===== src/rtl/avalon_io_responder.sv =====
// Avalon-MM IO responder: splits each word-aligned 32-bit command into
// byte-wide device-bus cycles, lowest enabled lane first, and returns the
// assembled read word with a single readdatavalid pulse.
module avalon_io_responder #(
  parameter int TIMEOUT = 255
) (
  input  logic        clk,
  input  logic        rst,
  input  logic [15:0] avs_address,
  input  logic [3:0]  avs_byteenable,
  input  logic        avs_read,
  input  logic        avs_write,
  input  logic [31:0] avs_writedata,
  output logic [31:0] avs_readdata,
  output logic        avs_readdatavalid,
  output logic        avs_waitrequest,
  output logic [15:0] dev_address,
  output logic        dev_read,
  output logic        dev_write,
  output logic [7:0]  dev_writedata,
  input  logic [7:0]  dev_readdata,
  input  logic        dev_ready,
  output logic        dev_timeout
);

  localparam int          NUM_LANES = 4;
  localparam logic [15:0] CNT_LAST  = 16'(TIMEOUT - 1);

  typedef enum logic [1:0] {IDLE, ACCESS, GAP, DONE} state_t;

  // Command captured at acceptance; mask shrinks as lanes complete.
  typedef struct packed {
    logic [13:0]          base;
    logic [NUM_LANES-1:0] mask;
    logic [31:0]          wdata;
    logic                 is_write;
  } cmd_t;

  state_t               state, state_nxt;
  cmd_t                 cmd;
  logic [31:0]          rbuf, rbuf_nxt;
  logic [15:0]          cnt;
  logic [1:0]           lane;
  logic [NUM_LANES-1:0] lane_bit;
  logic                 accept, byte_done, byte_to, more;

  // Word address bits [1:0] carry no information for a word-aligned port.
  logic unused_addr_lsb;
  assign unused_addr_lsb = ^avs_address[1:0];

  // Pick the lowest lane still pending; later lanes are serviced in turn.
  always_comb begin
    lane = '0;
    for (int i = NUM_LANES - 1; i >= 0; i--)
      if (cmd.mask[i]) lane = 2'(i);
  end

  assign lane_bit  = NUM_LANES'(1) << lane;
  assign accept    = (state == IDLE) && (avs_read || avs_write);
  assign byte_done = (state == ACCESS) && (dev_ready || cnt == CNT_LAST);
  assign byte_to   = (state == ACCESS) && !dev_ready && (cnt == CNT_LAST);
  assign more      = |(cmd.mask & ~lane_bit);

  // Read buffer with the completing byte merged in; a timed-out lane stays 8'hFF.
  always_comb begin
    rbuf_nxt = rbuf;
    if (byte_done && dev_ready && !cmd.is_write)
      rbuf_nxt[{lane, 3'b000} +: 8] = dev_readdata;
  end

  // State register.
  always_ff @(posedge clk or posedge rst) begin
    if (rst) state <= IDLE;
    else     state <= state_nxt;
  end

  // Next-state logic.
  always_comb begin
    state_nxt = state;
    unique case (state)
      IDLE:    if (accept) state_nxt = (avs_byteenable == '0) ? DONE : ACCESS;
      ACCESS:  if (byte_done) state_nxt = more ? GAP : DONE;
      GAP:     state_nxt = ACCESS;
      DONE:    state_nxt = IDLE;
      default: state_nxt = IDLE;
    endcase
  end

  // Device-bus and waitrequest outputs, decoded from state so reset drops them at once.
  always_comb begin
    avs_waitrequest = (state != IDLE);
    dev_read        = 1'b0;
    dev_write       = 1'b0;
    dev_address     = '0;
    dev_writedata   = '0;
    if (state == ACCESS) begin
      dev_read      = !cmd.is_write;
      dev_write     = cmd.is_write;
      dev_address   = {cmd.base, lane};
      dev_writedata = cmd.wdata[{lane, 3'b000} +: 8];
    end
  end

  // Command capture, lane bookkeeping, wait counter and completion pulses.
  always_ff @(posedge clk or posedge rst) begin
    if (rst) begin
      cmd               <= '0;
      rbuf              <= '0;
      cnt               <= '0;
      avs_readdata      <= '0;
      avs_readdatavalid <= 1'b0;
      dev_timeout       <= 1'b0;
    end else begin
      avs_readdatavalid <= 1'b0;
      dev_timeout       <= byte_to;
      if (accept) begin
        // A simultaneous read+write is treated as a write.
        cmd.base     <= avs_address[15:2];
        cmd.mask     <= avs_byteenable;
        cmd.wdata    <= avs_writedata;
        cmd.is_write <= avs_write;
        rbuf         <= '1;
        cnt          <= '0;
        if (avs_byteenable == '0 && !avs_write) begin
          avs_readdatavalid <= 1'b1;
          avs_readdata      <= '1;
        end
      end else if (state == ACCESS) begin
        if (byte_done) begin
          cnt      <= '0;
          cmd.mask <= cmd.mask & ~lane_bit;
          rbuf     <= rbuf_nxt;
          if (!more && !cmd.is_write) begin
            avs_readdatavalid <= 1'b1;
            avs_readdata      <= rbuf_nxt;
          end
        end else begin
          cnt <= cnt + 16'd1;
        end
      end
    end
  end

endmodule

===== config.mk =====
export PLATFORM = sky130hd
export DESIGN_NAME = avalon_io_responder
export DESIGN_NICKNAME = d
export VERILOG_FILES = /design/src/rtl/avalon_io_responder.sv
export SDC_FILE = /design/constraint.sdc
export NUM_CORES = 1
export LEC_CHECK = 0
export ABC_AREA = 1
export CAP_MARGIN = 0
export CORE_MARGIN = 3
export CORE_UTILIZATION = 56
export DETAILED_ROUTE_END_ITERATION = 10
export GPL_TIMING_DRIVEN = 0
export PLACE_DENSITY = 0.87
export SYNTH_ARGS = -nofsm -noshare
export SYNTH_HDL_FRONTEND = slang
export SYNTH_SLANG_ARGS = --single-unit

===== constraint.sdc =====
create_clock -name clk -period 8.2 [get_ports clk]
set_input_delay 1.23 -clock clk [delete_from_list [all_inputs] [get_ports clk]]
set_output_delay 1.23 -clock clk [all_outputs]
set_load 0.005 [all_outputs]

Word-level counts from Yosys, hierarchy flattened
Index checks and enable logic that the tools add are counted.
{"block": "word_totals", "regBits": 135, "latchBits": 0, "mem_bits_rw": 0, "rom_bits": 0, "in_bits": 65, "out_inout_bits": 61, "word_cells": 83, "memories": 0}
{"block": "op_classes", "addsub": 2, "n_mul": 0, "n_div": 0, "n_lt_le_gt_ge": 0, "n_eq_ne": 7, "shifts": 4, "muxes": 34, "bitwise": 2, "n_reduce_logical": 24}
{"cell": "2-to-1 mux 32 bit", "count": 9}
{"cell": "2-to-1 mux 16 bit", "count": 4}
{"cell": "bitwise mux 32 bit", "count": 1}
{"cell": "variable shift 8 x 7 -> 32 bit, first input constant", "count": 1}
{"cell": "variable part select 32 x 6 -> 8 bit", "count": 1}
{"cell": "variable part select 8 x 7 -> 32 bit", "count": 1}
{"cell": "adder 16 x 1 -> 16 bit, second input constant", "count": 1}
{"cell": "equality test 16 x 8 -> 1 bit, second input constant", "count": 1}
{"cell": "2-to-1 mux 2 bit", "count": 7}
{"cell": "2-to-1 mux 4 bit", "count": 3}
{"cell": "logical AND 1 bit", "count": 8}
{"cell": "2-to-1 mux 1 bit", "count": 8}
{"cell": "2-to-1 mux 8 bit", "count": 1}
{"cell": "one-hot mux 2 bit (4 select lines)", "count": 1}
{"cell": "nonzero test 2 bit", "count": 4}
{"cell": "negator 5 -> 7 bit", "count": 1}
{"cell": "AND 4 bit", "count": 1}
{"cell": "equality test 2 bit, second input constant", "count": 2}
{"cell": "logical NOT 1 bit", "count": 4}
{"cell": "logical NOT 4 bit", "count": 1}
{"cell": "!= test 2 bit, second input constant", "count": 2}
{"cell": "NOT 4 bit", "count": 1}
{"cell": "AND reduction 2 bit", "count": 2}
{"cell": "AND reduction 4 bit", "count": 1}
{"cell": "6 further kinds", "count": 7}

Logic depth before layout (Yosys ltp)
Gate-level depths: netlist (run 1).
{"block": "logic_depth", "word_depth": 14, "ltp_mapped": 15, "mapped_depth_nobuf": 13}

Worst setup path after synthesis (run 1)
No wires, ideal clock.
{"block": "synth_path", "path_type": "register -> output", "startpoint": "register cmd[33] (netlist bit)", "endpoint": "output dev_writedata[0]", "arrival_time_ps": 1387, "required_time_ps": 6970, "slack_ps": 5583, "stages_incl_launch_ff": 6, "n_path_buf": 1, "path_cell_list": "dfrtp_1 -> nor3_1 -> inv_2 -> buf_2 -> nand3_1 -> a21oi_1"}
{"block": "synth_via", "elab_chain_len": 3}
{"element": "from (decl)", "line": "40", "source": "cmd_t cmd;"}
{"element": "2-to-1 mux 2 bit", "line": "55", "source": "if (cmd.mask[i]) lane = 2'(i);"}
{"element": "variable part select 32 x 6 -> 8 bit", "line": "100", "source": "dev_writedata = cmd.wdata[{lane, 3'b000} +: 8];"}
{"element": "2-to-1 mux 8 bit", "line": "96", "source": "if (state == ACCESS) begin"}
{"element": "to (decl)", "line": "20", "source": "output logic [7:0] dev_writedata,"}
Every way passes these cells.

Worst setup path in the final report (run 1)
{"block": "layout_path", "startpoint": "register cmd[33] (netlist bit)", "endpoint": "output dev_writedata[7]"}
The elaborated chain is that of the path after synthesis.

==> out/results.ini, run 1 <==
[sta]
fmax_mhz=252.7
hold_viol=0
period_needed_ns=3.958
setup_slack_ns=4.242
slew_headroom_pct=56.60
fin_crit_sh_pct=48.27
timing.final.max_slew_violations=0
worst_pin_slew_ns=0.6460
clock_skew_ns=0.006590
setup_viol=0
tns_ns=0
holdWs_ns=0.4803
rsz0062_at_grt=false

[yosys]
ys_async_sr_fraction_pct=100.0
synth_nets=883
syn_area_mm2=0.006546
avgSynthCellArea_um2=8.092
ys_seq_area_share_pct=51.61
yosysWarnings=0
ys.flop_type=dfrtp_1
ys_ff_latch=135
synth_cell_types=32
synth_edf_count=0
syn-instance-count=809

[final_layout]
diodes=0
seqCellArea_mm2=0.003378
drive_above_1_share_pct=10.17
utilization_pct=77.09
multi_input_area_mm2=0.002683
num-nets-final=1025
fillers=796
area_delta_synth_final_pct=31.02

[worst_setup_path]
cp_max_fo=9
max_stage_delay_ns=0.57
cp-start-kind=flop
path_buf_inv=2
crit_slowest_cell=nor3_1
cp.depth=6
required_ns=6.97
end_kind=primary output
r2r_cells=12
path_delay_family=buffers and inverters
rr_endpoint=avs_readdata[23]
crit_path_cell_trace=nor3_1 > inv_2 > nor2_1 > o21ai_0 > a21oi_1 > clkdlybuf4s50_1
crit_arrival_ns=2.73
endpoint=dev_writedata[7]
cp-startpoint=cmd[33]
reg2reg_from=cmd[33]
critPathKind=reg -> out
r2r_slack_ns=5.21

[cts]
cts_setup_buffers=0
cts_resized=0
htreeDepth=4
ctsHoldBuffers=0
cts.sinks=135
insertion_delay_ns=0.42
root_buffer=clkbuf_16
clock_path_buffers=2
cts_buffers=17
cts_tree=yes
clkTransAtPathRegs_ns=0.06

[floorplanning]
coreArea_mm2=0.01113
die_y_um=114.1
dieArea_mm2=0.01302
rows=38
pin_count=126
initial_core_util_pct=58.84
dieWidth_um=114.1

[global_routing]
grt_pass1_vias=5982
grt_pass1_wl_mm=27.77
grt_start_max_net_pins=99
grt_antenna_before_repair=0
grt_overflow_total=0
grt_usage_pct=27.26

[outcome]
status=finished clean

[power]
p_per_area_mw_per_mm2=398.8
power.leakage_nw=3.998
vdd_drop_max_mv=0.2585

[placed_design]
dp.final_hpwl_mm=11.60
place_worst_setup_slack_ns=4.672
io_buffers=122
place.gp.congestion=0.8772

[job]
drv_cap=0

[route]
viasPerCell=5.296
firstDrtPassIters=5
vias=5847
routed_wl_mm=16.91
drtIter0Drc=355
postRouteAntennaNets=0
wl_per_cell_um=15.32
drc_errors=0

[hold_path]
worstHoldPathType=reg -> reg

==> through the flow <==
stage / power (mW) / cell area [µm²] / instances
6_report: 3.421 / 8577 / 1104
3_5_place_dp: 2.630 / 7975 / 1072
5_1_grt: 3.661 / 8577 / 1104
4_1_cts: 3.427 / 8577 / 1104
3_3_place_gp: 2.577 / 7943 / 1071
2_1_floorplan: 2.003 / 6546 / 809
==> power by group <==
group          switching (mW)  leakage (nW)  internal, mW
Combinational           0.903          2.12         0.665
Clock                   0.288         0.285         0.481
Sequential              0.134          1.59         0.949
Total                    1.33          4.00          2.09
==> Yosys cell counts (5+ instances only) <==
cell type	instances	area (µm²)
nand2_1	299	1122
dfrtp_1	135	3378
nor2_1	81	304.0
inv_1	65	244.0
o21ai_0	52	260.3
a21oi_1	41	205.2
nand3_1	30	150.1
nor3_1	12	60.06
buf_6	9	101.4
clkbuf_1	9	33.78
ha_1	9	112.6
a21oi_2	8	70.07
buf_4	7	52.55
buf_2	6	30.03
inv_2	5	18.77
nor2_2	5	31.28
==> registers in the layout (all words and copies together), names as in the netlist <==
| signal | count |
|---|---|
| dev_timeout | 1 |
| state | 2 |
| avs_readdatavalid | 1 |
| avs_readdata | 32 |
| cnt | 16 |
| cmd | 51 |
| rbuf | 32 |
==> cell usage in the layout, fill, tap and decap left out, types with 3 or more instances in the layout <==
| cell | count |
|---|---|
| nand2_1 | 299 |
| dfrtp_1 | 135 |
| clkdlybuf4s50_1 | 122 |
| nor2_1 | 81 |
| inv_1 | 64 |
| o21ai_0 | 52 |
| a21oi_1 | 41 |
| nand3_1 | 30 |
| clkbuf_16 | 17 |
| nor3_1 | 12 |
| clkbuf_1 | 10 |
| buf_6 | 9 |
| ha_1 | 9 |
| a21oi_2 | 8 |
| buf_4 | 7 |
| buf_2 | 6 |
| nor2_2 | 5 |
| inv_2 | 5 |
| nor2_4 | 4 |
| nand2_4 | 4 |
| nand2_2 | 4 |
| nor2_8 | 4 |
| clkbuf_8 | 4 |
| clkinvlp_4 | 4 |
| inv_6 | 3 |
| nand3_4 | 3 |
| xor2_1 | 3 |
| clkinv_2 | 3 |
==> worst register-to-register path: cells and delay by family (launching register included) <==
kind,cells,cell delay [ns]
fa+ha+maj,1,0.35
buf+inv,3,0.59
flops,1,0.46
simple gates,8,1.53
==> kinds of logic after synthesis <==
logic type               Yosys count  synth area share (%)
AO/OA/AOI/OAI                    108                 8.907
XOR/XNOR                           3                0.4014
adder cells (fa/ha/maj)            9                 1.720
buffers and inverters            102                 7.416
flip-flops                       135                 51.61
AND/OR/NAND/NOR                  452                 29.95
==> cell type report <==
| cell class | instances | share of cell area (%) |
|---|---|---|
| plain buffers | 31 | 2.538 |
| repair buffers | 123 | 14.56 |
| clock buffers | 22 | 5.646 |
| flip-flops and latches | 135 | 39.39 |
| multi-input cells | 572 | 31.28 |
| inverters | 71 | 3.180 |
| clock inverters | 10 | 1.371 |
| well taps | 140 | 2.042 |
==> metal layers <==
metal / wire length, µm / share of wire, % / vias up / GRT usage, %
met5: 0 / 0 / - / 0
met4: 482 / 2.9 / 0 / 11.80
met3: 1347 / 8.0 / 45 / 8.562
met2: 8255 / 49 / 220 / 45.63
met1: 6823 / 40 / 2772 / 32.47
li1: - / - / 2810 / -
==> worst min path at each step <==
stage          slack [ns]             start                to  cells past startpoint
2_1_floorplan        0.44           cmd[17]           cmd[17]                      2
3_3_place_gp         0.46           cmd[21]           cmd[21]                      2
3_5_place_dp         0.46           cmd[19]           cmd[19]                      2
4_1_cts              0.48           cmd[21]           cmd[21]                      2
5_1_grt              0.49           cmd[21]           cmd[21]                      2
6_report             0.48  avs_readdata[29]  avs_readdata[29]                      2
Note: power is estimated with default switching activity, not from simulation.
==> inputs of run 2 (changes only) <==
Settings changed: CORE_UTILIZATION 56 to 47, PLACE_DENSITY 0.87 to 0.78.
Clock period 8.2 ns to 3.3 ns, I/O delays scaled along.
==> run 2 against run 1 <==
Against the previous run: die area is 18% higher; critical path depth is 2 higher; count of clock-buffer cells in the layout is 1 lower; largest cell class unchanged.
==> out/results.ini, run 2 (same netlist as run 1, synthesis figures left out) <==
[cts]
cts_tree=yes
insertion_delay_ns=0.42  ; about the same
htreeDepth=4  ; unchanged
ctsHoldBuffers=0  ; unchanged
cts_setup_buffers=0  ; unchanged
root_buffer=clkbuf_16
cts.sinks=135  ; unchanged
clock_path_buffers=2  ; unchanged
clkTransAtPathRegs_ns=0.06  ; about the same
cts_buffers=17  ; unchanged

[worst_setup_path]
endpoint=dev_writedata[5]
r2r_cells=12  ; unchanged
required_ns=2.80  ; -4.17 ns
r2r_slack_ns=0.58  ; -4.63 ns
path_buf_inv=3  ; +1
path_delay_family=buffers and inverters
max_stage_delay_ns=0.49  ; -0.08 ns
cp_max_fo=12  ; +3
crit_arrival_ns=2.53  ; -0.20 ns
critPathKind=reg -> out
end_kind=primary output
rr_endpoint=avs_readdata[19]
crit_slowest_cell=clkdlybuf4s50_1
reg2reg_from=cmd[33]
crit_path_cell_trace=inv_1 > nor2_1 > nor2_2 > nor2_8 > buf_6 > o21ai_0 > a21oi_1 > clkdlybuf4s50_1
cp-start-kind=flop
cp-startpoint=cmd[36]
cp.depth=8  ; +2

[sta]
timing.final.max_slew_violations=0  ; unchanged
fmax_mhz=330.1
hold_viol=0  ; unchanged
worst_pin_slew_ns=0.6535  ; +0.007431 ns
clock_skew_ns=0.004725  ; -0.001865 ns
holdWs_ns=0.4181  ; -0.06220 ns
setup_viol=0  ; unchanged
tns_ns=0  ; unchanged
fin_crit_sh_pct=91.81
period_needed_ns=3.030
rsz0062_at_grt=false
slew_headroom_pct=56.43  ; -0.16 points

[route]
postRouteAntennaNets=0  ; unchanged
wl_per_cell_um=14.27  ; -6.8%
routed_wl_mm=16.30  ; -3.6%
vias=5715  ; -2.3%
drc_errors=0  ; unchanged
drtIter0Drc=355  ; unchanged
firstDrtPassIters=7  ; +2
viasPerCell=5.004  ; -5.5%

[power]
power.leakage_nw=4.022  ; +0.60%
p_per_area_mw_per_mm2=980.8  ; +150%
vdd_drop_max_mv=0.5433  ; +110%

[floorplanning]
dieWidth_um=124.0  ; +8.7%
pin_count=126  ; unchanged
coreArea_mm2=0.01345  ; +21%
initial_core_util_pct=48.66  ; -10 points
dieArea_mm2=0.01538  ; +18%
rows=42  ; +11%
die_y_um=124.0  ; +8.7%

[final_layout]
largest_reg_flops=51  ; unchanged
area_delta_synth_final_pct=32.43
num-nets-final=1027  ; +0.20%
final_cell_area_mm2=0.008670  ; +1.1%
drive_above_1_share_pct=10.14  ; -0.021 points
diodes=0  ; unchanged
final_cell_mix=nand2_1 (299), dfrtp_1 (135), clkdlybuf4s50_1 (122)
fillers=1117  ; +40%
largestRegisters=cmd (51), avs_readdata (32), rbuf (32)
final_common_cell=nand2_1
regMostFlops=cmd

[placed_design]
place.gp.congestion=0.8700  ; -0.82%
io_buffers=122  ; unchanged
dp.final_hpwl_mm=11.70  ; +0.87%
placed_area_mm2=0.008051  ; +0.96%

[job]
drv_cap=0  ; unchanged

[global_routing]
grt_start_max_net_pins=43  ; -57%
grt_pass1_wl_mm=26.71  ; -3.8%
grt_overflow_total=0  ; unchanged
grt_usage_pct=22.64  ; -4.6 points
grt_pass1_vias=5491  ; -8.2%
grt_antenna_before_repair=0  ; unchanged

[hold_path]
worstHoldPathType=in -> reg

[outcome]
status=finished clean

[run 2: area by class of cell]
cell class | instances | area, µm² | area share [%]
inverters | 71 | 271.5 | 3.132
flip-flops and latches | 135 | 3378 | 38.97
well taps | 176 | 220.2 | 2.540
clock inverters | 11 | 172.7 | 1.992
plain buffers | 31 | 217.7 | 2.511
multi-input cells | 572 | 2688 | 31.00
repair buffers | 125 | 1281 | 14.78
clock buffers | 21 | 440.4 | 5.080
[run 2: worst reg2reg max path: cells and delay by family (launching register included)]
kind	cells	cell delay, ns
simple gates	8	1.29
buf+inv	3	0.54
flops	1	0.47
fa+ha+maj	1	0.36
[run 2: where the power goes]
group | switching, mW | internal (mW) | leakage (nW)
Combinational | 2.18 | 1.66 | 2.13
Sequential | 0.328 | 2.36 | 1.59
Clock | 0.707 | 1.27 | 0.296
Total | 3.22 | 5.28 | 4.02
[run 2: layer usage]
metal	vias to the layer above	routed length, µm	GRT usage, %
met5	-	0	0
met4	0	288	7.598
met3	27	1232	6.676
met2	205	7696	35.89
met1	2657	7080	29.88
li1	2826	-	-
[run 2: timing repair]
action,CTS,global route
endpoints found under the setup margin,0,10
resized for setup,0,1
hold endpoints to repair,0,0
[run 2: metrics by stage]
stage               utilization (%)  setup WS, ns  cells  power [mW]
finish                        64.44        0.2703   1142       8.503
global route                  64.44        0.1093   1142       9.150
CTS                           64.41       0.08469   1142       8.547
detailed placement            59.85        0.3535   1110       6.528
global placement              59.40      -0.08576   1107       6.448
floorplan                         -        0.7895    809       4.978
[run 2: how the worst min path moves through the flow]
stage | from | end | slack (ns) | cells past startpoint
after floorplan | cmd[17] | cmd[17] | 0.44 | 2
after global placement | cmd[19] | cmd[19] | 0.46 | 2
after detailed placement | cmd[21] | cmd[21] | 0.46 | 2
after CTS | dev_ready | dev_timeout | 0.41 | 2
after global routing | dev_ready | dev_timeout | 0.42 | 2
final | dev_ready | dev_timeout | 0.42 | 2
==> inputs of run 3 (changes only) <==
Settings changed: RECOVER_POWER from default to 25.
==> run 3 against run 2 <==
Against the previous run: flip-flop and latch count stayed put; non-clock buffer count stayed put; cell area is 0.23% lower; combinational power hardly changed; global-route usage stayed put; die area stayed put; maximum frequency hardly changed; cell count stayed put; highest routed layer unchanged; sequential power hardly changed.
==> out/results.ini, run 3 (same netlist as run 1, synthesis figures left out) <==
[global_routing]
use_met2_pct=35.89  ; unchanged
grt_pass1_wl_mm=26.71  ; unchanged
grt_pass1_vias=5491  ; unchanged
use_met1_pct=29.88  ; unchanged
met3_usage_pct=6.676  ; unchanged
grt_usage_pct=22.64  ; unchanged
grt_start_max_net_pins=43  ; unchanged
grt_antenna_before_repair=0  ; unchanged
top_usage_layer=met2
grt_overflow_total=0  ; unchanged

[final_layout]
diodes=0  ; unchanged
largest_reg_flops=51  ; unchanged
regMostFlops=cmd
final_cell_mix=nand2_1 (300), dfrtp_1 (135), clkdlybuf4s50_1 (121)
drive_above_1_share_pct=10.04  ; -0.10 points
largestRegisters=cmd (51), avs_readdata (32), rbuf (32)
area_delta_synth_final_pct=32.13
final_common_cell=nand2_1
final_cell_area_mm2=0.008650  ; -0.23%
num-nets-final=1027  ; unchanged

[route]
drc_errors=0  ; unchanged
postRouteAntennaNets=0  ; unchanged
viasPerCell=4.993  ; -0.23%
routed_wl_mm=16.29  ; about the same
vias=5702  ; -0.23%
firstDrtPassIters=8  ; +1
wl_per_cell_um=14.26  ; about the same
drtIter0Drc=341  ; -3.9%

[hold_path]
min_path_cells=2  ; unchanged
worstHoldPathType=in -> reg

[placed_design]
placed_area_mm2=0.008051  ; unchanged
dp.final_hpwl_mm=11.70  ; unchanged
place.gp.congestion=0.8700  ; unchanged
io_buffers=122  ; unchanged
place_worst_setup_slack_ns=0.3535  ; unchanged

[worst_setup_path]
cp_max_fo=12  ; unchanged
crit_arrival_ns=2.54  ; about the same
crit_path_cell_trace=inv_1 > nor2_1 > nor2_2 > nor2_8 > buf_6 > o21ai_0 > a21oi_1 > clkdlybuf4s50_1
r2r_cells=12  ; unchanged
crit_slowest_cell=clkdlybuf4s50_1
cp-start-kind=flop
critPathKind=reg -> out
max_stage_delay_ns=0.49  ; about the same
required_ns=2.80  ; about the same
end_kind=primary output

[outcome]
status=finished clean

[sta]
rsz0062_at_grt=false
setup_viol=0  ; unchanged
fin_crit_sh_pct=91.88  ; about the same
setup_slack_ns=0.2681  ; -0.002138 ns
timing.final.max_slew_violations=0  ; unchanged
hold_viol=0  ; unchanged
period_needed_ns=3.032  ; +0.002138 ns
worst_pin_slew_ns=1.028  ; +0.3748 ns
tns_ns=0  ; unchanged
clock_skew_ns=0.004768  ; +0.00004277 ns
fmax_mhz=329.8  ; about the same
slew_headroom_pct=31.45  ; -25 points

[cts]
htreeDepth=4  ; unchanged
cts_buffers=17  ; unchanged
clock_path_buffers=2  ; unchanged
cts.sinks=135  ; unchanged
insertion_delay_ns=0.42  ; about the same
root_buffer=clkbuf_16
cts_tree=yes
cts_setup_buffers=0  ; unchanged
clkTransAtPathRegs_ns=0.06  ; about the same

[floorplanning]
dieArea_mm2=0.01538  ; unchanged
dieWidth_um=124.0  ; unchanged
die_y_um=124.0  ; unchanged
coreArea_mm2=0.01345  ; unchanged
initial_core_util_pct=48.66  ; unchanged
pin_count=126  ; unchanged
rows=42  ; unchanged

[job]
drv_cap=0  ; unchanged

[power]
finalPower_mw=8.497  ; about the same
power.leakage_nw=4.016  ; -0.15%
vdd_drop_max_mv=0.5427  ; -0.13%
p_per_area_mw_per_mm2=982.4  ; +0.16%

==> run 3: repair_timing <==
action                                  4_1_cts  5_1_grt
gates resized for setup                       0        1
endpoints found under the setup margin        0       10
hold buffers                                  0        0
==> run 3: per-layer routing <==
layer	wire [µm]	share of wire, %
met1	7198	44
met5	0	0
met4	293	1.8
met2	7639	47
met3	1153	7.1
==> run 3: critical path, delay by kind of cell (launching register included) <==
family                 cells  cell delay (ns)
AOI/OAI and AO/OA          2             0.36
and+or+nand+nor            3             0.60
DFF                        1             0.39
buffers and inverters      3             0.76
==> run 3: path summary, 6_finish.rpt <==
check	start	to	slack (ns)
max	cmd[36]	dev_writedata[5]	0.27
min	dev_ready	dev_timeout	0.42
max reg2reg	cmd[33]	avs_readdata[19]	0.58
min reg2reg	cmd[18]	cmd[18]	0.47
max in group asynchronous	rst	cmd[9]	0.78
min in group asynchronous	rst	cnt[4]	0.69
==> run 3: area by class of cell <==
cell class | count | area [µm²]
fill | 1119 | 4803
sequential | 135 | 3378
multi-input combinational | 572 | 2685
timing repair buffer | 125 | 1266
clock buffer | 21 | 440.4
inverter | 71 | 269.0
tap | 176 | 220.2
buffer | 31 | 217.7
clock inverter | 11 | 172.7
==> run 3: per-stage QoR <==
stage	utilization [%]	instances	hold slack (ns)
after floorplan	-	809	0.4436
after global placement	59.40	1107	0.4559
after detailed placement	59.85	1110	0.4599
after CTS	64.41	1142	0.4091
after global routing	64.30	1142	0.4240
final	64.30	1142	0.4221
==> run 3: power breakdown <==
part	leakage, nW	switching (mW)	internal [mW]	total (mW)
clock	0.296	0.708	1.27	1.98
combinational	2.13	2.18	1.66	3.84
sequential	1.59	0.327	2.36	2.69
